**src/rtl/ifu_fetch_queue.sv**
```systemverilog
`default_nettype none
// +--------------------------------------------------------------------------+
// | Module   : ifu_fetch_queue                                               |
// | Purpose  : Multi-outstanding instruction fetch unit: issues ICache        |
// |            requests, keeps an in-order PC/data queue and delivers fetch   |
// |            groups to the IBuffer; flush redirects and drops stale data.   |
// |            Optional perf counters: define IFU_FETCH_PERF_EN.              |
// | Revision : 1.0  initial release                                           |
// +--------------------------------------------------------------------------+
module ifu_fetch_queue #(
   parameter int              PLEN            = 32,
   parameter int              ILEN            = 32,
   parameter int              INSTR_PER_FETCH = 4,
   parameter int              MAX_INFLIGHT    = 4,
   parameter logic [PLEN-1:0] RESET_PC        = 32'h8000_0000
) (
   input  logic                            clk,
   input  logic                            rst,
   output logic [PLEN-1:0]                 ifu2bpu_pc_o,
   input  logic [PLEN-1:0]                 bpu2ifu_predicted_pc_i,
   output logic                            ifu2icache_req_valid_o,
   input  logic                            icache2ifu_req_ready_i,
   output logic [PLEN-1:0]                 ifu2icache_req_addr_o,
   input  logic                            icache2ifu_rsp_valid_i,
   input  logic [INSTR_PER_FETCH*ILEN-1:0] icache2ifu_rsp_data_i,
   output logic                            flush_icache_o,
   output logic                            ifu_ibuffer_rsp_valid_o,
   input  logic                            ibuffer_ifu_rsp_ready_i,
   output logic [PLEN-1:0]                 ifu_ibuffer_rsp_pc_o,
   output logic [INSTR_PER_FETCH*ILEN-1:0] ifu_ibuffer_rsp_data_o,
   input  logic                            flush_i,
   input  logic [PLEN-1:0]                 redirect_pc_i
`ifdef IFU_FETCH_PERF_EN
   ,
   output logic [31:0]                     perf_group_cnt_o,
   output logic [31:0]                     perf_drop_cnt_o
`endif
);

   localparam int c_PTR_W = $clog2(MAX_INFLIGHT);
   localparam int c_CNT_W = c_PTR_W + 1;
   localparam int c_DW    = INSTR_PER_FETCH * ILEN;
   localparam logic [c_CNT_W:0] c_MAX_OCC = (c_CNT_W+1)'(MAX_INFLIGHT);

   logic [PLEN-1:0]         r_pc;
   logic [PLEN-1:0]         r_pc_q   [MAX_INFLIGHT];
   logic [c_DW-1:0]         r_data_q [MAX_INFLIGHT];
   logic [MAX_INFLIGHT-1:0] r_done;
   logic [c_PTR_W-1:0]      r_head, r_rsp_ptr, r_tail;
   logic [c_CNT_W-1:0]      r_count;
   // r_pend: live entries still waiting for their ICache response
   logic [c_CNT_W-1:0]      r_pend;
   logic [c_CNT_W-1:0]      r_drop;

   logic [c_CNT_W:0] w_occ;
   logic             w_req_valid, w_req_fire;
   logic             w_rsp_acc, w_rsp_drop;
   logic             w_out_valid, w_deq;

   assign w_occ       = {1'b0, r_count} + {1'b0, r_drop};
   assign w_req_valid = !flush_i && (w_occ < c_MAX_OCC);
   assign w_req_fire  = w_req_valid && icache2ifu_req_ready_i;
   assign w_rsp_acc   = icache2ifu_rsp_valid_i && (r_drop == '0) && !flush_i;
   assign w_rsp_drop  = icache2ifu_rsp_valid_i && ((r_drop != '0) || flush_i);
   assign w_out_valid = r_done[r_head] && (r_count != '0) && !flush_i;
   assign w_deq       = w_out_valid && ibuffer_ifu_rsp_ready_i;

   assign ifu2bpu_pc_o            = r_pc;
   assign ifu2icache_req_addr_o   = r_pc;
   assign ifu2icache_req_valid_o  = w_req_valid;
   assign flush_icache_o          = flush_i;
   assign ifu_ibuffer_rsp_valid_o = w_out_valid;
   assign ifu_ibuffer_rsp_pc_o    = r_pc_q[r_head];
   assign ifu_ibuffer_rsp_data_o  = r_data_q[r_head];

   always_ff @(posedge clk or posedge rst) begin
      if (rst) begin
         r_pc      <= RESET_PC;
         r_done    <= '0;
         r_head    <= '0;
         r_rsp_ptr <= '0;
         r_tail    <= '0;
         r_count   <= '0;
         r_pend    <= '0;
         r_drop    <= '0;
         for (int i = 0; i < MAX_INFLIGHT; i++) begin
            r_pc_q[i]   <= '0;
            r_data_q[i] <= '0;
         end
      end else if (flush_i) begin
         // Every outstanding live request turns into a response to be dropped;
         // a response landing in this cycle is consumed here.
         r_pc      <= redirect_pc_i;
         r_done    <= '0;
         r_head    <= '0;
         r_rsp_ptr <= '0;
         r_tail    <= '0;
         r_count   <= '0;
         r_pend    <= '0;
         r_drop    <= r_drop + r_pend - c_CNT_W'(icache2ifu_rsp_valid_i);
      end else begin
         if (w_req_fire) begin
            r_pc_q[r_tail] <= r_pc;
            r_pc           <= bpu2ifu_predicted_pc_i;
            r_tail         <= r_tail + c_PTR_W'(1);
         end
         if (w_deq) begin
            r_done[r_head] <= 1'b0;
            r_head         <= r_head + c_PTR_W'(1);
         end
         if (w_rsp_acc) begin
            r_data_q[r_rsp_ptr] <= icache2ifu_rsp_data_i;
            r_done[r_rsp_ptr]   <= 1'b1;
            r_rsp_ptr           <= r_rsp_ptr + c_PTR_W'(1);
         end
         if (w_rsp_drop)
            r_drop <= r_drop - c_CNT_W'(1);
         if (w_req_fire && !w_deq)
            r_count <= r_count + c_CNT_W'(1);
         else if (!w_req_fire && w_deq)
            r_count <= r_count - c_CNT_W'(1);
         if (w_req_fire && !w_rsp_acc)
            r_pend <= r_pend + c_CNT_W'(1);
         else if (!w_req_fire && w_rsp_acc)
            r_pend <= r_pend - c_CNT_W'(1);
      end
   end

`ifdef IFU_FETCH_PERF_EN
   logic [31:0] r_perf_group, r_perf_drop;

   always_ff @(posedge clk or posedge rst) begin
      if (rst) begin
         r_perf_group <= '0;
         r_perf_drop  <= '0;
      end else begin
         if (w_deq)
            r_perf_group <= r_perf_group + 32'd1;
         if (w_rsp_drop)
            r_perf_drop <= r_perf_drop + 32'd1;
      end
   end

   assign perf_group_cnt_o = r_perf_group;
   assign perf_drop_cnt_o  = r_perf_drop;
`endif

endmodule
`default_nettype wire
```
**config.mk**
```make
export PLATFORM = sky130hd
export DESIGN_NAME = ifu_fetch_queue
export DESIGN_NICKNAME = d
export VERILOG_FILES = /design/src/rtl/ifu_fetch_queue.sv
export SDC_FILE = /design/constraint.sdc
export NUM_CORES = 2
export LEC_CHECK = 0
export CAP_MARGIN = 20
export CORE_ASPECT_RATIO = 1.1
export CORE_UTILIZATION = 55
export CTS_CLUSTER_DIAMETER = 120
export DETAILED_ROUTE_END_ITERATION = 6
export GPL_ROUTABILITY_DRIVEN = 0
export HOLD_SLACK_MARGIN = 0.06
export PLACE_DENSITY = 0.8
export SLEW_MARGIN = 20
export SYNTH_ARGS = -nofsm -noshare
export SYNTH_HDL_FRONTEND = slang
export SYNTH_SLANG_ARGS = --single-unit
```
**constraint.sdc**
```tcl
create_clock -name clk -period 29.9 [get_ports clk]
set_input_delay 5.98 -clock clk [delete_from_list [all_inputs] [get_ports clk]]
set_output_delay 5.98 -clock clk [all_outputs]
set_load 0.01 [all_outputs]
```
Word level (Yosys, flattened, before mapping):

Cells that the tools add are included.

* register bits after elaboration: 691
* input port bits: 198
* output and inout bits: 227
* word-level logic and storage cells: 114

* $add $sub $neg: 11
* order comparisons: 10
* multiplexer cells: 38
* bitwise gates (word level): 7
* reduce and logical (&&, ||, !) cells: 32

Operators by type and width (count)
* 512-bit bitwise mux: 1
* 128-bit two-way mux: 3
* 128-bit binary-select mux with 2-bit select: 1
* 128-bit demux with 2-bit select: 1
* 32-bit two-way mux: 5
* 128-bit bitwise mux: 1
* 32-bit binary-select mux with 2-bit select: 1
* 32-bit demux with 2-bit select: 1
* 3-bit two-way mux: 8
* 1-bit logical AND: 16
* 4-bit two-way mux: 4
* 2-bit two-way mux: 6
* 3-bit nonzero test: 4
* 3-bit greater-or-equal comparator, second input constant: 3
* 2-bit inverter with 3-bit output: 3
* 3-bit by 1-bit subtractor with 3-bit output, second input constant: 3
* 2-bit nonzero test: 4
* 2-bit by 1-bit adder with 2-bit output, second input constant: 3
* 3-bit by 1-bit adder with 3-bit output, second input constant: 2
* 2-bit by 3-bit less-than comparator with 1-bit output, second input constant: 2
* 3-bit by 1-bit less-than comparator with 1-bit output, second input constant: 2
* 3-bit by 3-bit adder with 4-bit output: 1
* 4-bit AND: 1
* 1-bit demux with 2-bit select: 2
* other kinds (13): 20

Depth between registers and ports, before layout:

* depth after elaboration: 11
* depth in mapped cells: 10

Least setup slack after synthesis:

No wires, ideal clock.

* path kind: input to output
* start: input port flush_i
* end: output port ifu_ibuffer_rsp_valid_o
* arrival: 6840 ps
* setup slack: 17080 ps
* stages on the path: 4
* buffers on the path: 2
* cells stage by stage: buf_2 clkbuf_1 clkinv_1 and3_1

* longest elaborated chain between the ends: 2

RTL lines
* from (decl): RTL line 31 `input logic flush_i,`
* 1-bit logical NOT: RTL line 65 `assign w_out_valid = r_done[r_head] && (r_count != '0) && !flush_i;`
* 1-bit logical AND: RTL line 65
* to (decl): RTL line 27 `output logic ifu_ibuffer_rsp_valid_o,`

Every way passes these cells.

Worst setup path in the final report:

* start: input port flush_i
* end: output port flush_icache_o

RTL lines
* to (decl): RTL line 26 `output logic flush_icache_o,`

No word-level cell between the ends.

==> impl_metrics.ini <==
[outcome]
status = complete, no violations

[critical_path]
critical-path-top-delay-family = buffers and inverters
path_class = in2out
critical_path.n_buffers_inverters = 3
timing.critical_path.cells = buf_2, buf_4, clkdlybuf4s50_1
worst_path_max_delay_cell = sky130_fd_sc_hd__clkdlybuf4s50_1
req_time_crit_path_ns = 23.92
critPathMaxStageDelay_ns = 0.65
worstSetupEndpointType = primary output
timing.critical_path.from_type = input port
cp_max_fo = 66
arrival_ns = 7.66

[sta]
worst_slew_pin_slew_ns = 1.12
setup_tns_ns = 0
finalClockSkew_ns = 0.0121
holdWs_ns = 0.497
rsz_0062_raised_after_global_routing = false
fin_crit_period_ns = 13.64
report.final.setup_viol = 0
final-hold-violation-count = 0
fmaxAchievable_mhz = 73.3
slew_headroom = 0.254
period_share = 0.456
timing_max_transition_violations_final = 0

[routing]
viasPerCell = 5.77
wire_per_inst_um = 22.5
detail_route.drc_violations = 0
detailedRoute.firstPassIterationCount = 4
initial_drc_count = 884
postRouteWirelength_um = 68100
drtAntennaViolNets = 0
routed-via-count = 17487

[global_routing]
grt_start_max_net_pins = 153
grt_antenna_before_repair = 11
globalRouteTotalUtil = 0.247
grt_first_pass_wirelength_um = 108000
globalRouteOverflowTotal = 0
grt_pass1_vias = 19559

[clock_tree]
cts.htree.levels = 3
cts_buffer_depth = 3
cts_hold_repair.buffers = 0
clock_slew_at_the_register_clock_pins_of_the_worst_setup_and_hold_paths_ns = 0.06
clock_tree.root_cell = sky130_fd_sc_hd__clkbuf_16
post_cts_setup_bufs = 0
numClockSinks = 691
tritoncts.num_buffers = 72
tritoncts = built
clock_insertion_delay_worst_skew_ns = 0.60
post_cts_resized = 0

[logic_synthesis]
yosysWarningCount = 0
cell_count_after_synthesis = 1868
synth_sequential_area_ratio = 0.563
yosys_register_bits = 691
synth.area.top_cells = sky130_fd_sc_hd__dfrtp_1 56%, sky130_fd_sc_hd__mux2_2 21%, sky130_fd_sc_hd__mux4_2 12%, sky130_fd_sc_hd__mux2_4 2.9%, sky130_fd_sc_hd__mux2i_1 1.1%
syn_area_sq_um = 30700
yosys.cell_types.count = 40
syn-num-nets = 2088
yosys.area.top_type = sky130_fd_sc_hd__dfrtp_1
syn-mean-instance-area_sq_um = 16.4
synth_top_area_frac = 0.562

[floorplan]
dieHeight_um = 250
floorplan.die.width_um = 227
initial_core_util = 0.558
count_of_standard_cell_rows = 90
design.core.area_sq_um = 55100
area_of_the_die_sq_um = 56800
pin_count = 425

[power]
power.share.sequential = 0.416
power_switching_uw = 802
power.share.clock = 0.299
ir_worst_vdd_mv = 0.0535
power.density_nw_per_um2 = 79.6
cellInternalPower_mw = 2.20
power_switching_share = 0.267
comb_power_share = 0.284
cellLeakagePower_nw = 17.5

[final_layout]
post_route_cells_drive_above_1_share = 0.418
flow.area_growth_from_synthesis_pct = 22.7
nFillCells = 3686
finalNetCount = 2456

[place]
place_hpwl_um = 42100
quantity_of_i_o_buffers_inserted_on_ports = 424

[job]
drv.max_cap_violation_count = 0

[worst_hold_path]
min_path_type = reg2reg
## cell usage after synthesis, drive strengths merged
library cell	instances
or3	3
nor3	1
fa	3
nand2	50
xor2	1
dfstp	1
o21ai	36
o2111ai	2
clkinv	1
nand4	4
dfrtp	690
inv	19
xnor3	1
nor4	1
nor2b	3
buf	125
ha	19
and3	4
clkbuf	28
a32o	4
o31ai	2
xnor2	5
or4	1
nand3	3
and2	1
o22ai	1
mux2i	35
mux4	161
o21a	1
mux2	643
nand3b	1
a311o	1
nor2	15
a21oi	2
## cells in the final DEF, fill, tap and decap left out, drive strengths merged, types with 15 or more instances in the layout
cell | netlist | layout
mux2i | 35 | 35
clkinv | 1 | 18
nand2 | 50 | 50
ha | 19 | 19
mux4 | 161 | 161
dfrtp | 690 | 690
clkbuf | 28 | 104
buf | 125 | 24
clkdlybuf4s50 | 0 | 423
mux2 | 643 | 643
inv | 19 | 21
nor2 | 15 | 15
o21ai | 36 | 36
## area by class of cell
class | instances | area (sq um) | share of cell area
sequential | 691 | 17300 | 0.459
multi-input combinational | 1004 | 12500 | 0.333
timing repair buffer | 447 | 4430 | 0.118
clock buffer | 104 | 2130 | 0.0566
tap | 736 | 921 | 0.0244
clock inverter | 26 | 272 | 0.00720
inverter | 20 | 87.6 | 0.00232
antenna | 5 | 12.5 | 0.000332
## flip-flops by register name (all words and copies together) (netlist names)
name and flops:
r_drop 3, r_rsp_ptr 2, r_data_q 512, r_done 4, r_pc_q 128, ifu2bpu_pc_o 32
r_pend 3, r_count 3, r_tail 2, r_head 2
## power by group through the flow
stage	combinational, mW	sequential (mW)	clock, mW
finish	0.854	1.25	0.898
global route	0.912	1.27	0.956
CTS	0.865	1.25	0.921
detailed placement	0.858	1.26	0
global placement	0.836	1.24	0
floorplan	0.494	1.23	0
## worst register-to-register path, delay by kind of cell, from the launching register on
kind | cells | cell delay, ns
buf+inv | 1 | 0.84
flops | 1 | 0.80
mux | 1 | 0.65
simple gates | 3 | 0.65
fa+ha+maj | 1 | 0.46
compound gates | 3 | 0.36
## layer usage
layer	GRT usage	vias to the layer above	wire, um
met2	0.408	385	34600
met1	0.312	9339	27300
li1	-	7639	-
met5	0	-	84
met4	0.0874	12	1760
met3	0.0677	112	4400
## path summary, 6_finish.rpt
kind / start / end / slack, ns / cells past startpoint
max: flush_i / flush_icache_o / 16.26 / 3
min reg2reg: r_data_q[209]$_DFFE_PP0P_ / r_data_q[209]$_DFFE_PP0P_ / 0.50 / 1
max in group asynchronous: rst / r_data_q[474]$_DFFE_PP0P_ / 20.70 / 6
max reg2reg: r_head[0]$_DFFE_PP0P_ / r_count[1]$_DFFE_PP0P_ / 26.06 / 9
min in group asynchronous: rst / ifu2bpu_pc_o[1]$_DFFE_PP0P_ / 5.94 / 2
min: r_data_q[209]$_DFFE_PP0P_ / r_data_q[209]$_DFFE_PP0P_ / 0.50 / 1
## logic make-up (layout without fill, tap and decap cells)
kind of cell             count (synthesis)  after routing  share of synthesized area
multiplexers                           839            839                      0.372
flip-flops                             691            691                      0.563
buffers and inverters                  173            597                     0.0300
AND/OR/NAND/NOR                         87             87                     0.0134
AO/OA/AOI/OAI                           49             49                    0.00933
adder cells (fa/ha/maj)                 22             22                    0.00969
XOR/XNOR                                 7              7                    0.00244
other                                    0              5                          0
## through the flow
step	instance area, sq um	worst slack [ns]	power [mW]	utilization	std cells
6_report	37700	16.26	3.00	0.685	3033
5_1_grt	37700	16.16	3.14	0.685	3033
4_1_cts	37700	16.26	3.04	0.684	3028
3_5_place_dp	35300	16.26	2.12	0.640	2898
3_3_place_gp	35300	16.30	2.08	0.640	2898
2_1_floorplan	30700	4.55	1.72	-	1868
No activity file was read; power rests on OpenSTA's default activity.
